**config.mk**
```make
export PLATFORM = sky130hd
export DESIGN_NAME = bias_post_proc
export DESIGN_NICKNAME = d
export VERILOG_FILES = /design/src/rtl/bias_post_proc.sv
export SDC_FILE = /design/constraint.sdc
export NUM_CORES = 1
export LEC_CHECK = 0
export BUFFER_PORTS_ARGS = -buffer_cell sky130_fd_sc_hd__buf_2
export CAP_MARGIN = 15
export CORE_MARGIN = 8
export CORE_UTILIZATION = 50
export CTS_CLUSTER_DIAMETER = 50
export CTS_CLUSTER_SIZE = 10
export DETAILED_ROUTE_END_ITERATION = 7
export PLACE_DENSITY = 0.8
export SETUP_SLACK_MARGIN = 0.15
export SLEW_MARGIN = 15
export SYNTH_ARGS = -nofsm -noshare
export SYNTH_HDL_FRONTEND = slang
export SYNTH_SLANG_ARGS = --single-unit
```
**constraint.sdc**
```tcl
create_clock -name clk -period 13.35 [get_ports clk]
set_input_delay 1.335 -clock clk [delete_from_list [all_inputs] [get_ports clk]]
set_output_delay 1.335 -clock clk [all_outputs]
set_load 0.005 [all_outputs]
```
**src/rtl/bias_post_proc.sv**
```systemverilog
// -----------------------------------------------------------------------------
// bias_post_proc
//
// Post-processing stage that sits directly behind the bias buffer. For every
// output pixel it adds the channel bias to the PE-array partial sum, applies a
// rounding (round-half-up) arithmetic right shift, then either ReLU + clamp or
// signed saturation down to the activation width.
//
// The block owns the bias buffer's bias_read control: the buffer tracks its
// input while bias_read is low and holds while it is high. bias_read is low in
// IDLE (so the channel-0 bias is captured on the start edge) and for a single
// LOAD cycle at every channel boundary (next bias captured at its end).
//
// Optional feature (compile-time macro POST_RELU_EN):
//   defined   : negative results map to 0, positive results clamp to 2^(OW-1)-1
//   undefined : signed saturation to [-2^(OW-1), 2^(OW-1)-1]
//
// Ports:
//   clk, rst_n     clock (rising edge), asynchronous active-low reset
//   start          pulse, starts a layer pass (IDLE only)
//   num_ch         channel count, latched at start (0 behaves as 1)
//   shift_amt      requant right shift, latched at start
//   bias_in        signed bias from the bias buffer output
//   bias_read      to bias buffer: 1 = hold, 0 = load next
//   psum_valid/psum_ready/psum_in   partial-sum handshake (accept on both high)
//   out_valid/out_ready/out_data    result handshake, data held while stalled
//   ch_done        one-cycle pulse after the last pixel of a channel is accepted
//   done           one-cycle pulse when the pass has fully drained
//   busy           high in every state except IDLE
// -----------------------------------------------------------------------------
module bias_post_proc #(
  parameter int ACC_WIDTH     = 20,
  parameter int BIAS_WIDTH    = 8,
  parameter int OUT_WIDTH     = 8,
  parameter int PIXELS_PER_CH = 16,
  parameter int SHIFT_WIDTH   = 5
) (
  input  logic                   clk,
  input  logic                   rst_n,
  input  logic                   start,
  input  logic [15:0]            num_ch,
  input  logic [SHIFT_WIDTH-1:0] shift_amt,
  input  logic [BIAS_WIDTH-1:0]  bias_in,
  output logic                   bias_read,
  input  logic                   psum_valid,
  output logic                   psum_ready,
  input  logic [ACC_WIDTH-1:0]   psum_in,
  output logic                   out_valid,
  input  logic                   out_ready,
  output logic [OUT_WIDTH-1:0]   out_data,
  output logic                   ch_done,
  output logic                   done,
  output logic                   busy
);

  // Sum of psum and bias needs one extra bit; the rounding add needs one more.
  localparam int SUM_W = ACC_WIDTH + 1;
  localparam int RND_W = ACC_WIDTH + 2;
  localparam int PIX_W = (PIXELS_PER_CH > 1) ? $clog2(PIXELS_PER_CH) : 1;

  localparam logic [PIX_W-1:0] PIX_LAST = PIX_W'(PIXELS_PER_CH - 1);

  localparam logic signed [RND_W-1:0] SAT_MAX = RND_W'((1 << (OUT_WIDTH - 1)) - 1);
`ifndef POST_RELU_EN
  localparam logic signed [RND_W-1:0] SAT_MIN = RND_W'(-(1 << (OUT_WIDTH - 1)));
`endif

  typedef enum logic [1:0] {
    ST_IDLE,
    ST_RUN,
    ST_LOAD,
    ST_DRAIN
  } state_e;

  // ---------------------------------------------------------------------------
  // State and pipeline registers
  // ---------------------------------------------------------------------------
  state_e                   state_q;
  logic [PIX_W-1:0]         pix_cnt_q;
  logic [15:0]              ch_cnt_q;
  logic [15:0]              last_ch_q;
  logic [SHIFT_WIDTH-1:0]   shift_q;
  logic                     ch_done_q;
  logic                     done_q;

  logic                     s1_valid_q;
  logic signed [SUM_W-1:0]  s1_sum_q;
  logic                     s2_valid_q;
  logic [OUT_WIDTH-1:0]     out_data_q;

  // ---------------------------------------------------------------------------
  // Handshake and control decode
  // ---------------------------------------------------------------------------
  logic adv;         // whole pipeline may move this cycle
  logic accept;      // a partial sum is taken this cycle
  logic last_pix;
  logic last_ch;
  logic pipe_empty;

  always_comb begin
    adv        = !s2_valid_q || out_ready;
    accept     = (state_q == ST_RUN) && psum_valid && adv;
    last_pix   = (pix_cnt_q == PIX_LAST);
    last_ch    = (ch_cnt_q == last_ch_q);
    pipe_empty = !s1_valid_q && !s2_valid_q;
  end

  // bias_read and busy decode straight from the state register, so they are
  // glitch-free towards the bias buffer. psum_ready must follow out_ready in
  // the same cycle to keep full throughput, hence it stays combinational.
  assign bias_read  = (state_q == ST_RUN) || (state_q == ST_DRAIN);
  assign psum_ready = (state_q == ST_RUN) && adv;
  assign busy       = (state_q != ST_IDLE);
  assign ch_done    = ch_done_q;
  assign done       = done_q;
  assign out_valid  = s2_valid_q;
  assign out_data   = out_data_q;

  // ---------------------------------------------------------------------------
  // Control FSM: channel/pixel bookkeeping and the registered pulses
  // ---------------------------------------------------------------------------
  // NOTE: every register is written with <= so all flops update from the same
  // pre-edge values, independent of statement order.
  always_ff @(posedge clk or negedge rst_n) begin
    if (!rst_n) begin
      state_q   <= ST_IDLE;
      pix_cnt_q <= '0;
      ch_cnt_q  <= '0;
      last_ch_q <= '0;
      shift_q   <= '0;
      ch_done_q <= 1'b0;
      done_q    <= 1'b0;
    end else begin
      ch_done_q <= 1'b0;
      done_q    <= 1'b0;
      unique case (state_q)
        ST_IDLE: begin
          if (start) begin
            // A channel count of zero runs a single channel.
            last_ch_q <= (num_ch == 16'd0) ? 16'd0 : num_ch - 16'd1;
            shift_q   <= shift_amt;
            pix_cnt_q <= '0;
            ch_cnt_q  <= '0;
            state_q   <= ST_RUN;
          end
        end

        ST_RUN: begin
          if (accept) begin
            if (last_pix) begin
              pix_cnt_q <= '0;
              ch_done_q <= 1'b1;
              if (last_ch) begin
                state_q <= ST_DRAIN;
              end else begin
                ch_cnt_q <= ch_cnt_q + 16'd1;
                state_q  <= ST_LOAD;
              end
            end else begin
              pix_cnt_q <= pix_cnt_q + PIX_W'(1);
            end
          end
        end

        // bias_read is low for this one cycle; the buffer loads at its end.
        ST_LOAD: state_q <= ST_RUN;

        ST_DRAIN: begin
          if (pipe_empty) begin
            done_q  <= 1'b1;
            state_q <= ST_IDLE;
          end
        end

        default: state_q <= ST_IDLE;
      endcase
    end
  end

  // ---------------------------------------------------------------------------
  // Stage 1 input: bias is sampled together with the psum at accept time, so
  // a later bias change (LOAD) cannot disturb data already in flight.
  // ---------------------------------------------------------------------------
  logic signed [SUM_W-1:0] psum_ext;
  logic signed [SUM_W-1:0] bias_ext;
  logic signed [SUM_W-1:0] s1_sum_d;

  always_comb begin
    psum_ext = SUM_W'($signed(psum_in));
    bias_ext = SUM_W'($signed(bias_in));
    s1_sum_d = psum_ext + bias_ext;
  end

  // ---------------------------------------------------------------------------
  // Stage 2 input: rounding shift, then activation / saturation
  // ---------------------------------------------------------------------------
  logic signed [RND_W-1:0] sum_wide;
  logic signed [RND_W-1:0] rnd;
  logic signed [RND_W-1:0] rnd_sum;
  logic signed [RND_W-1:0] r;
  logic [OUT_WIDTH-1:0]    out_data_d;

  // NOTE: every variable in this block gets a default assignment first, so no
  // path through the branches can leave one unassigned and infer a latch.
  always_comb begin
    sum_wide   = RND_W'(s1_sum_q);
    rnd        = '0;
    rnd_sum    = sum_wide;
    r          = sum_wide;
    out_data_d = '0;

    if (shift_q == '0) begin
      r = sum_wide;
    end else if (int'(shift_q) >= SUM_W) begin
      // Half-LSB offset dominates any representable sum: the result is 0.
      r = '0;
    end else begin
      rnd     = RND_W'(1) << (shift_q - SHIFT_WIDTH'(1));
      rnd_sum = sum_wide + rnd;
      r       = rnd_sum >>> shift_q;
    end

`ifdef POST_RELU_EN
    if (r[RND_W-1]) begin
      out_data_d = '0;
    end else if (r > SAT_MAX) begin
      out_data_d = SAT_MAX[OUT_WIDTH-1:0];
    end else begin
      out_data_d = r[OUT_WIDTH-1:0];
    end
`else
    if (r > SAT_MAX) begin
      out_data_d = SAT_MAX[OUT_WIDTH-1:0];
    end else if (r < SAT_MIN) begin
      out_data_d = SAT_MIN[OUT_WIDTH-1:0];
    end else begin
      out_data_d = r[OUT_WIDTH-1:0];
    end
`endif
  end

  // ---------------------------------------------------------------------------
  // Two-stage pipeline, both stages gated by the global advance
  // ---------------------------------------------------------------------------
  // NOTE: the data registers are reset along with the valid bits so that
  // out_data reads 0 after reset and an abandoned pass leaves nothing behind.
  always_ff @(posedge clk or negedge rst_n) begin
    if (!rst_n) begin
      s1_valid_q <= 1'b0;
      s1_sum_q   <= '0;
      s2_valid_q <= 1'b0;
      out_data_q <= '0;
    end else if (adv) begin
      s1_valid_q <= accept;
      if (accept) begin
        s1_sum_q <= s1_sum_d;
      end
      s2_valid_q <= s1_valid_q;
      if (s1_valid_q) begin
        out_data_q <= out_data_d;
      end
    end
  end

endmodule

```
After elaboration in Yosys (flattened, before gate mapping)
Index checks and enable logic that the tools add are counted.
W data, S select, Z words.
{"block": "word_totals", "regBits": 76, "word_cells": 76}
{"block": "op_classes", "add_sub_neg": 6, "n_lt_le_gt_ge": 3, "eq_ne": 10, "shifts": 2, "mux": 25, "reduce_logical": 19}
{"op": "$mux W16", "n": 5}
{"op": "$mux W22", "n": 2}
{"op": "$pmux W16 S2", "n": 1}
{"op": "$add A21 B22 Y22", "n": 1}
{"op": "$gt A22 B8 Y1 const B", "n": 1}
{"op": "$lt A22 B8 Y1 const B", "n": 1}
{"op": "$shl A1 B5 Y22 const A", "n": 1}
{"op": "$sshr A22 B5 Y22", "n": 1}
{"op": "$add A20 B8 Y21", "n": 1}
{"op": "$add A16 B1 Y16 const B", "n": 1}
{"op": "$eq A16 B16 Y1", "n": 1}
{"op": "$logic_not A16 Y1", "n": 1}
{"op": "$mux W8", "n": 2}
{"op": "$sub A16 B1 Y16 const B", "n": 1}
{"op": "$mux W4", "n": 3}
{"op": "$ne A2 B2 Y1 const B", "n": 5}
{"op": "$mux W2", "n": 4}
{"op": "$pmux W2 S4", "n": 1}
{"op": "$pmux W4 S2", "n": 1}
{"op": "$mux W1", "n": 6}
{"op": "$reduce_and A2 Y1", "n": 3}
{"op": "$ge A5 B5 Y1 const B", "n": 1}
{"op": "$logic_not A5 Y1", "n": 1}
{"op": "$reduce_and A5 Y1", "n": 1}
{"op": "other kinds (12)", "n": 19}

Logic depth before layout (Yosys ltp)
Gate-level depths: netlist of run 1.
{"block": "logic_depth", "word_depth": 9, "ltp_mapped": 20, "mapped_depth_nobuf": 17}

Worst setup path after synthesis of run 1
Ideal clock, no wire load.
{"block": "synth_path", "path_type": "flip-flop to flip-flop", "from": "register shift_q[2]", "to": "register out_data_q[1], in the netlist out_data[1]", "setup_ns": 0.143, "arrival_time_ns": 4.381, "required_time_ns": 13.207, "path_slack_ns": 8.826, "path_stages_with_launch": 19, "n_path_buf": 3, "cell_sequence": "dfrtp_1 > clkbuf_1 > buf_1 > nand2_1 > nor2_1 > ha_1 > buf_6 > a21oi_2 > o21ai_1 > a221o_1 > a211oi_1 > a2bb2oi_1 > nor2_1 > a211o_1 > o21a_1 > and4_1 > and4_1 > a311oi_2 > o21ai_1"}
{"block": "synth_between", "elab_chain_cells": 9, "word_cells_on_any_way": 12}
{"item": "start, declared", "line_no": "82", "text": "logic [SHIFT_WIDTH-1:0] shift_q;"}
{"item": "start signal, assigned", "line_no": "141", "text": "shift_q <= shift_amt;"}
{"item": "$sub A5 B1 Y5", "line_no": "218", "text": "rnd = RND_W'(1) << (shift_q - SHIFT_WIDTH'(1));"}
{"item": "$shl A1 B5 Y22", "line_no": "218"}
{"item": "$add A21 B22 Y22", "line_no": "219", "text": "rnd_sum = sum_wide + rnd;"}
{"item": "$sshr A22 B5 Y22", "line_no": "220", "text": "r = rnd_sum >>> shift_q;"}
{"item": "$mux W22", "line_no": "214", "text": "end else if (int'(shift_q) >= SUM_W) begin"}
{"item": "$mux W22 (*)", "line_no": "212", "text": "if (shift_q == '0) begin"}
{"item": "$lt A22 B8 Y1", "line_no": "234", "text": "end else if (r < SAT_MIN) begin"}
{"item": "$mux W8", "line_no": "234"}
{"item": "$mux W8 (*)", "line_no": "232", "text": "if (r > SAT_MAX) begin"}
{"item": "end signal, assigned", "line_no": "260", "text": "out_data_q <= out_data_d;"}
{"item": "end, declared", "line_no": "89", "text": "logic [OUT_WIDTH-1:0] out_data_q;"}
Mark *: on every way between the ends. The rest lies on a longest branch, timed or not.
A chain may end at the register's enable or synchronous reset.

Final worst setup path of run 1
{"block": "layout_path", "from": "register shift_q[0]", "to": "register out_data_q[1], in the netlist out_data[1]"}
The elaborated chain is that of the path after synthesis.

==> qor.csv, run 1 <==
stage;metric;value;unit
worst_setup_path;WP data required;13.55;ns
synth;fraction of registers with async set/reset;100;%
timing;final hold viol count;0;
min_path;hold crit path type;reg2reg;
power_and_ir_drop;Leakage;3.69;nW
placed_design;RD Place Congestion;1.03;
clocking;clock buffer depth;2;
flow_run;max cap viols;0;
routing;post-route ant nets;0;
floorplanning;die area;19400;um^2
clocking;post-CTS sizing;0;
floorplanning;Core Footprint;15000;um^2
timing;Max-slew headroom;35.9;%
routing;Iter 0 DRT Violations;819;
synth;Seq/Total Area, Yosys;25.0;%
layout;commonest non-fill, non-tap cells in the layout;132 x nand2_1, 105 x nor2_1, 89 x o21ai_0, 76 x dfrtp_1, 66 x buf_2;
global_route;GR Overflow Total;0;
timing;final critical-path required period;6.34;ns
floorplanning;Initial Utilization;50.7;%
clocking;H-tree depth;3;
layout;Filler Cells Inserted;1436;
synth;Netlist cell types;85;
clocking;clock sinks;76;
placed_design;DP HPWL;18200;um
global_route;largest net degree at the start of global routing;77;
routing;DR vias/cell;6.43;
routing;DRC viols;0;
timing;Worst-Margin Slew;0.962;ns
clocking;hold buffer count at cts;0;
status;status;completed;
layout;Final Cell Area;8340;um^2
global_route;antenna violations before repair;0;
worst_setup_path;Critical Path Fanout Max;24;
power_and_ir_drop;Tot Pwr;2.00;mW
layout;final net count;1118;
global_route;vias in the first global route;7500;
worst_setup_path;Slowest-stage cell, CP;dfrtp_1;
floorplanning;top-level I/O count;68;
routing;WL/cell;19.5;um
clocking;Setup Fix Bufs, Post-CTS;0;
synth;ys flop type;dfrtp_1;
layout;area delta synth->final;9.49;%
clocking;CTS Buf Count;9;
synth;Yosys warnings;0;
clocking;worst-skew pair later-pin latency;0.33;ns
layout;share of cells above drive strength 1;11.8;%
layout;Final Util;55.5;%
clocking;CTS Root Cell;clkbuf_16;
timing;final period utilization;47.5;%
synth;syn_nets;1080;
synth;Post-Syn Area;7620;um^2
clocking;Clock transition at path regs;0.06;ns
clocking;CTS tree;yes;
synth;flops & latches, synth;76;
placed_design;# port buffers;67;
worst_setup_path;CP peak stage delay;0.89;ns
layout;commonest non-fill, non-tap cell in the layout;nand2_1;
timing;fmax;158;MHz
power_and_ir_drop;Power Density;240;nW/um^2
timing;worst clock skew;0.00876;ns
routing;final wirelength;23600;um
synth;Mapped Cells;980;
synth;syn_area_per_cell;7.78;um^2
floorplanning;die width;139;um
routing;DR vias;7780;
global_route;All-Layer GR Usage;23.9;%
worst_setup_path;WS Path Type;reg2reg;
power_and_ir_drop;IR drop worst, VDD;0.0885;mV
placed_design;placed cell areas;8050;um^2
floorplanning;Die Ht;139;um
timing;Fin Setup TNS;0;ns
worst_setup_path;CP startpoint kind;register;
timing;final setup fails;0;
worst_setup_path;critical path cell sequence;inv_1, nand2_1, nor2_1, ha_1, nand2_1, o21ai_1, a221o_1, a211oi_1, a2bb2oi_1, nor2_1, nor4bb_1, o21ai_0, nor3b_1, a311oi_2, o21ai_1;
timing;RSZ-0062 raised after global routing;no;
layout;Ant. Diodes;0;
global_route;first-pass GRT wire length;38300;um
worst_setup_path;Worst setup EP type;register;
floorplanning;# rows;45;
routing;drt pass-1 iters;7;
synth;Post-synth EDFFs;0;
timing;Pins Over Slew Limit;0;
worst_setup_path;WP data arrival;6.54;ns
-- per-layer routing --
layer	GRT usage [%]	vias to the layer above	wire length, um
met5	0	-	0
met4	11.6	0	1000
met3	4.21	77	1930
met2	38.3	359	10700
met1	30.6	3658	9920
li1	-	3686	-
-- synth_stat cells (19+ instances only) --
library cell / number / area (um^2)
xor2_1: 38 / 333
xnor2_1: 29 / 254
nand3_1: 19 / 95.1
dfrtp_1: 76 / 1900
a21oi_1: 56 / 280
nand2_1: 132 / 495
clkbuf_1: 35 / 131
nor3_1: 22 / 110
nor2_1: 105 / 394
mux2i_1: 22 / 220
ha_1: 44 / 551
inv_1: 31 / 116
o21ai_0: 90 / 450
-- where the power goes --
| part | switching (mW) | internal, mW |
|---|---|---|
| Sequential | 0.139 | 0.317 |
| Combinational | 0.800 | 0.500 |
| Clock | 0.0972 | 0.149 |
-- stage by stage --
stage	setup WS (ns)	std cells	hold slack, ns
6_report	7.01	1210	0.476
3_5_place_dp	7.22	1195	0.470
3_3_place_gp	7.38	1195	0.473
4_1_cts	7.22	1210	0.477
5_1_grt	6.52	1210	0.521
2_1_floorplan	8.83	980	0.448
-- logic make-up (layout without fill, tap and decap cells) --
| logic type | after synthesis | in the layout | share of synthesized area, % |
|---|---|---|---|
| buf+inv | 78 | 120 | 4.12 |
| fa+ha+maj | 46 | 46 | 7.75 |
| mux | 34 | 34 | 5.60 |
| xor+xnor | 67 | 67 | 7.70 |
| simple gates | 386 | 386 | 23.9 |
| compound gates | 293 | 293 | 26.0 |
| flops | 76 | 76 | 25.0 |
-- critical path, delay by kind of cell (launching register included) --
kind / cells / cell delay [ns]
compound gates: 7 / 2.73
simple gates: 6 / 1.53
flops: 1 / 0.89
buf+inv: 1 / 0.63
fa+ha+maj: 1 / 0.41
-- path summary, 6_finish.rpt --
check,start,end,slack (ns),cells after the start
worst max-delay path,shift_q[0],out_data[1],7.01,15
worst min-delay path,pix_cnt_q[3],pix_cnt_q[3],0.48,1
worst max register to register,shift_q[0],out_data[1],7.01,15
worst min register to register,pix_cnt_q[3],pix_cnt_q[3],0.48,1
max in group asynchronous,rst_n,s1_sum_q[19],11.57,1
min in group asynchronous,rst_n,out_data[7],1.15,1
-- state kept, by name, indices dropped and copies added, names as in the netlist --
signal	flops
pix_cnt_q	4
s1_sum_q	21
out_valid	1
shift_q	5
ch_done	1
ch_cnt_q	16
last_ch_q	16
done	1
s1_valid_q	1
out_data	8
state_q	2
-- area by class of cell --
cell class,instances,area (um^2),area share [%]
clock buffer,10,239,2.86
clock inverter,5,60.1,0.720
inverter,32,120,1.44
multi-input combinational,826,5410,64.8
sequential,76,1900,22.8
tap,188,235,2.82
timing repair buffer,73,383,4.59
Note: power is estimated with default switching activity, not from simulation.
==> inputs of run 2 (changes only) <==
--- a/config.mk
+++ b/config.mk
@@ -5,6 +5,7 @@
 export SDC_FILE = /design/constraint.sdc
 export NUM_CORES = 1
 export LEC_CHECK = 0
+export ABC_AREA = 1
 export BUFFER_PORTS_ARGS = -buffer_cell sky130_fd_sc_hd__buf_2
 export CAP_MARGIN = 15
 export CORE_MARGIN = 8
==> constraint.sdc (replaced) <==
create_clock -name clk -period 5.99 [get_ports clk]
set_input_delay 0.599 -clock clk [delete_from_list [all_inputs] [get_ports clk]]
set_output_delay 0.599 -clock clk [all_outputs]
set_load 0.005 [all_outputs]
==> run 2 against run 1 <==
Net effect:
- clock-buffer cell count fell by 1
- register-to-register slack got worse by 6.1 ns
- clock skew barely moved
- first-iteration DRC count fell by 7.9%
- combinational power rose by 100%
- hold slack got worse by 0.077 ns
- sequential share of layout area rose by 0.39 points
- highest routed layer unchanged
==> qor.csv, run 2 <==
stage;metric;value;unit
status;status;completed;
power_and_ir_drop;power share of the clock group;12.6;%
layout;area delta synth->final;10.7;%
worst_setup_path;CP startpoint kind;register;
timing;final setup fails;0;
synth;Post-synth top cells;363 x nand2_1, 138 x inv_1, 135 x nand3_1;
power_and_ir_drop;internal power;1.87;mW
floorplanning;top-level I/O count;68;
synth;syn_area_per_cell;6.27;um^2
floorplanning;Die Ht;138;um
synth;Yosys top cell area share;25.7;%
layout;final net count;1337;
power_and_ir_drop;Reg power frac;23.1;%
flow_run;max cap viols;0;
min_path;hold crit path type;in2async;
layout;Final Util;56.4;%
layout;max reg flops;21;
synth;Yosys warnings;0;
placed_design;DP HPWL;18300;um
worst_setup_path;Worst setup EP type;register;
clocking;hold buffer count at cts;0;
timing;worst clock skew;0.00866;ns
timing;RSZ-0062 raised after global routing;no;
clocking;CTS Buf Count;9;
global_route;vias in the first global route;7558;
timing;Max-slew headroom;30.9;%
timing;Fin Setup TNS;0;ns
placed_design;# port buffers;67;
layout;Final Cell Area;8200;um^2
clocking;worst-skew pair later-pin latency;0.35;ns
floorplanning;Core Footprint;14500;um^2
placed_design;placed cell areas;7920;um^2
layout;share of cells above drive strength 1;9.58;%
clocking;clock sinks;76;
synth;cell taking the most area after synthesis;dfrtp_1;
timing;final period utilization;84.2;%
power_and_ir_drop;IR drop worst, VDD;0.247;mV
timing;Pins Over Slew Limit;0;
worst_setup_path;cell mode on critical path;nand2_1;
timing;final critical-path required period;5.04;ns
routing;DR vias/cell;5.61;
global_route;first-pass GRT wire length;36800;um
clocking;Setup Fix Bufs, Post-CTS;0;
synth;Mapped Cells;1183;
worst_setup_path;WP data required;6.22;ns
worst_setup_path;r2r worst-path depth;34;
routing;drt pass-1 iters;5;
synth;Post-synth EDFFs;0;
clocking;Clock transition at path regs;0.07;ns
synth;ys flop type;dfrtp_1;
global_route;antenna violations before repair;0;
routing;WL/cell;15.8;um
synth;Post-Syn Area;7410;um^2
worst_setup_path;Slowest-stage cell, CP;fa_1;
power_and_ir_drop;Combinational Power Share;64.3;%
clocking;CTS tree;yes;
power_and_ir_drop;Power Density;502;nW/um^2
timing;final hold viol count;0;
worst_setup_path;Critical Path Fanout Max;19;
floorplanning;die width;138;um
power_and_ir_drop;switching share of total power;54.6;%
layout;top flop regs;s1_sum_q x21, ch_cnt_q x16, last_ch_q x16;
global_route;largest net degree at the start of global routing;77;
routing;DRC viols;0;
routing;post-route ant nets;0;
synth;Seq/Total Area, Yosys;25.7;%
worst_setup_path;WP data arrival;5.28;ns
routing;final wirelength;22500;um
routing;Iter 0 DRT Violations;754;
clocking;post-CTS sizing;0;
synth;count leader, synth;nand2_1;
clocking;H-tree depth;3;
synth;flops & latches, synth;76;
clocking;clock buffer depth;2;
global_route;GR Overflow Total;0;
worst_setup_path;CP peak stage delay;0.47;ns
power_and_ir_drop;Leakage;4.28;nW
clocking;CTS Root Cell;clkbuf_16;
floorplanning;# rows;44;
placed_design;RD Place Congestion;1.03;
floorplanning;die area;19000;um^2
floorplanning;Initial Utilization;51.0;%
synth;fraction of registers with async set/reset;100;%
power_and_ir_drop;net load switching power;2.25;mW
layout;Biggest register;s1_sum_q;
global_route;All-Layer GR Usage;24.5;%
timing;fmax;198;MHz
layout;Ant. Diodes;0;
timing;Worst-Margin Slew;1.03;ns
synth;syn_nets;1283;
worst_setup_path;WS Path Type;reg2reg;
layout;commonest non-fill, non-tap cells in the layout;363 x nand2_1, 138 x inv_1, 135 x nand3_1, 103 x nor2_1, 76 x dfrtp_1;
routing;DR vias;8004;
layout;commonest non-fill, non-tap cell in the layout;nand2_1;
synth;Area contributors post-synth;dfrtp_1 26%, nand2_1 18%, nand3_1 9.1%, ha_1 7.4%, inv_1 7.0%;
synth;Netlist cell types;53;
-- run 2: cell types whose count changed after synthesis, sizes merged, moves of 14 or more --
cell	change
mux2i	-22
nand2	+234
or3	-14
nand3	+117
inv	+116
a31oi	-14
and2	-14
o21ai	-21
nand2b	-14
a211oi	-16
o22ai	+15
and3	-15
-- run 2: cells by family after synthesis --
| logic type | Yosys count | synth area share [%] |
|---|---|---|
| simple gates | 659 | 38.1 |
| buf+inv | 184 | 9.45 |
| xor+xnor | 45 | 5.32 |
| compound gates | 173 | 13.5 |
| flops | 76 | 25.7 |
| fa+ha+maj | 46 | 7.97 |
-- run 2: final cells by class --
cell class | instances | area, um^2
Fill cell | 1457 | 6330
Sequential cell | 76 | 1900
Multi-Input combinational cell | 923 | 4820
Timing Repair Buffer | 75 | 398
Clock buffer | 9 | 225
Clock inverter | 7 | 56.3
Tap cell | 184 | 230
Inverter | 152 | 576
-- run 2: power groups by stage --
stage	Combinational, mW	Sequential [mW]	Clock (mW)
floorplan	1.96	0.824	0
global placement	2.56	0.945	0
detailed placement	2.58	0.945	0
CTS	2.60	0.939	0.527
global route	2.99	0.966	0.549
finish	2.65	0.952	0.520
-- run 2: critical path: cells and delay by family, from the launching register on --
family / cells / cell delay, ns
simple gates: 27 / 3.36
buf+inv: 5 / 0.45
flops: 1 / 0.42
fa+ha+maj: 2 / 0.70
-- run 2: per-layer routing --
metal	up-vias	global-route usage, %	wire, um	part of all wire, %
li1	3997	-	-	-
met1	3610	33.6	10100	45
met5	-	0	0	0
met2	352	36.9	9700	43
met4	0	8.72	551	2.5
met3	45	5.62	2080	9.2
-- run 2: stage by stage --
stage                     setup WS [ns]  cells  hold slack (ns)  power, mW
after global placement             1.20   1410            0.439       3.51
after floorplan                    2.07   1183            0.303       2.79
after detailed placement           1.12   1410            0.437       3.52
after CTS                          1.07   1426            0.445       4.06
final                             0.947   1426            0.400       4.12
after global routing              0.406   1426            0.478       4.50
-- run 2: path summary, 6_finish.rpt --
kind	start	to	slack, ns
min in group clk	s1_valid_q	done	0.45
hold reg to reg	s1_valid_q	done	0.45
setup reg to reg	shift_q[1]	out_data[0]	0.95
hold / removal	rst_n	last_ch_q[10]	0.40
max in group asynchronous	rst_n	s1_sum_q[9]	4.96
setup / recovery	shift_q[1]	out_data[0]	0.95
==> inputs of run 3 (changes only) <==
--- a/config.mk
+++ b/config.mk
@@ -13,7 +13,7 @@
 export CTS_CLUSTER_DIAMETER = 50
 export CTS_CLUSTER_SIZE = 10
 export DETAILED_ROUTE_END_ITERATION = 7
-export PLACE_DENSITY = 0.8
+export PLACE_DENSITY = 0.83
 export SETUP_SLACK_MARGIN = 0.15
 export SLEW_MARGIN = 15
 export SYNTH_ARGS = -nofsm -noshare
==> constraint.sdc (replaced) <==
create_clock -name clk -period 4.4 [get_ports clk]
set_input_delay 0.44 -clock clk [delete_from_list [all_inputs] [get_ports clk]]
set_output_delay 0.44 -clock clk [all_outputs]
set_load 0.005 [all_outputs]
==> run 3 against run 2 <==
Net effect:
- utilization grew 5.3 points
- global-route usage grew 0.34 points
- first-iteration DRC count shrank 10%
- fmax grew 26%
- die area is the same
- register-to-register slack lost 0.56 ns
- combinational power grew 57%
- routed wire length grew 7.0%
- sequential share of layout area shrank 2.0 points
- largest power group unchanged
==> qor.csv, run 3 (synthesized netlist as in run 2, its figures left out) <==
stage;metric;value;unit
timing;Pins Over Slew Limit;0;
timing;Max-slew headroom;36.5;%
routing;final wirelength;24000;um
routing;post-route ant nets;0;
worst_setup_path;Slowest-stage cell, CP;dfrtp_1;
timing;final hold viol count;0;
floorplanning;Die Ht;138;um
worst_setup_path;cell family with most CP delay;simple AND/OR/NAND/NOR gates;
global_route;GR Overflow Total;0;
worst_setup_path;WS Path Type;reg2reg;
floorplanning;Core Footprint;14500;um^2
clocking;clock sinks;76;
layout;max reg flops;21;
routing;drt pass-1 iters;5;
worst_setup_path;Worst setup EP type;register;
power_and_ir_drop;Leakage;4.49;nW
routing;DRC viols;0;
routing;DR vias;8280;
timing;final setup fails;0;
layout;Filler Cells Inserted;1321;
layout;share of cells above drive strength 1;21.0;%
worst_setup_path;critical path endpoint;out_data[5];
clocking;clock buffer depth;2;
timing;RSZ-0062 raised after global routing;no;
worst_setup_path;Worst Setup SP;shift_q[0];
global_route;vias in the first global route;7652;
worst_setup_path;CP peak stage delay;0.40;ns
layout;Biggest register;s1_sum_q;
worst_setup_path;r2r worst-path depth;35;
floorplanning;die area;19000;um^2
timing;Fin Setup TNS;0;ns
floorplanning;# rows;44;
layout;final net count;1359;
floorplanning;Initial Utilization;51.0;%
clocking;worst-skew pair later-pin latency;0.34;ns
floorplanning;top-level I/O count;68;
clocking;CTS Buf Count;9;
worst_setup_path;Bufs and invs on worst path;5;
placed_design;RD Place Congestion;1.05;
worst_setup_path;worst reg2reg setup slack;0.39;ns
power_and_ir_drop;Tot Pwr;6.27;mW
routing;DR vias/cell;5.71;
global_route;first-pass GRT wire length;37500;um
power_and_ir_drop;Power Density;698;nW/um^2
worst_setup_path;Critical Path Fanout Max;5;
clocking;CTS Root Cell;clkbuf_16;
worst_setup_path;RR Endpoint;out_data[5];
worst_setup_path;WP data required;4.68;ns
routing;Iter 0 DRT Violations;677;
worst_setup_path;cell mode on critical path;nand2_1;
placed_design;DP HPWL;18800;um
placed_design;# port buffers;67;
timing;fmax;249;MHz
worst_setup_path;Critical Path Stages;35;
worst_setup_path;Critical R2R Launch;shift_q[0];
global_route;All-Layer GR Usage;24.8;%
routing;WL/cell;16.6;um
timing;final critical-path required period;4.01;ns
layout;area delta synth->final;21.1;%
clocking;CTS tree;yes;
flow_run;max cap viols;0;
timing;worst clock skew;0.00520;ns
floorplanning;die width;138;um
worst_setup_path;WP data arrival;4.29;ns
min_path;hold crit path type;in2async;
clocking;H-tree depth;3;
timing;final period utilization;91.1;%
layout;top flop regs;s1_sum_q x21, ch_cnt_q x16, last_ch_q x16;
timing;Worst-Margin Slew;0.953;ns
layout;commonest non-fill, non-tap cell in the layout;nand2_1;
global_route;antenna violations before repair;0;
worst_setup_path;CP startpoint kind;register;
layout;commonest non-fill, non-tap cells in the layout;321 x nand2_1, 131 x inv_1, 103 x nand3_1, 81 x nor2_1, 76 x dfrtp_1;
global_route;largest net degree at the start of global routing;77;
power_and_ir_drop;IR drop worst, VDD;0.327;mV
clocking;Clock transition at path regs;0.06;ns
status;status;completed;
==> run 3: changes by cell type in the layout (fill, tap and decap cells not counted), moves of 5 or more <==
| cell | change |
|---|---|
| nand2_1 | -42 |
| ha_4 | +9 |
| a21oi_1 | -6 |
| ha_1 | -9 |
| inv_1 | -7 |
| nand3_2 | +31 |
| nand2_2 | +38 |
| a21oi_2 | +5 |
| nor2_4 | +6 |
| nand3_1 | -32 |
| buf_4 | +19 |
| nor2_1 | -22 |
| inv_2 | +7 |
| nor2_2 | +16 |
==> run 3: area by class of cell <==
| cell class | instances | area [um^2] | area share (%) |
|---|---|---|---|
| Clock inverter | 6 | 71.3 | 0.795 |
| Tap cell | 184 | 230 | 2.57 |
| Clock buffer | 10 | 239 | 2.66 |
| Inverter | 152 | 576 | 6.41 |
| Antenna cell | 1 | 2.50 | 0.0279 |
| Timing Repair Buffer | 97 | 578 | 6.44 |
| Multi-Input combinational cell | 923 | 5370 | 59.9 |
| Sequential cell | 76 | 1900 | 21.2 |
==> run 3: per-layer routing <==
metal	up-vias	part of all wire [%]	track usage (%)
met5	-	0	0
met4	0	3.3	9.13
met3	71	8.7	5.00
met2	374	44	37.7
met1	3796	44	34.1
li1	4039	-	-
==> run 3: what timing repair did <==
item,CTS,global route
setup buffers,0,11
pin swaps,0,44
resized for setup,4,143
hold buffers,0,0
setup endpoints to repair,7,7
==> run 3: how the worst min path moves through the flow <==
stage | end | slack [ns]
floorplan | ch_cnt_q[0] | 0.14
global placement | done | 0.41
detailed placement | done | 0.44
CTS | last_ch_q[10] | 0.28
global route | last_ch_q[0] | 0.31
finish | last_ch_q[10] | 0.23
==> run 3: stage by stage <==
| stage | hold slack [ns] | instances | utilization [%] | setup WS, ns | instance area (um^2) |
|---|---|---|---|---|---|
| 2_1_floorplan | 0.144 | 1183 | - | 0.475 | 7410 |
| 3_3_place_gp | 0.413 | 1421 | 55.1 | 0.110 | 8010 |
| 3_5_place_dp | 0.441 | 1421 | 55.1 | 0.0923 | 8010 |
| 4_1_cts | 0.282 | 1437 | 57.3 | 0.166 | 8330 |
| 5_1_grt | 0.305 | 1448 | 61.7 | 0.0597 | 8970 |
| 6_report | 0.231 | 1449 | 61.7 | 0.390 | 8970 |
==> run 3: report_power, final <==
group,internal [mW],switching [mW]
sequential,0.962,0.362
clock,0.461,0.315
combinational,1.48,2.69
total,2.90,3.37
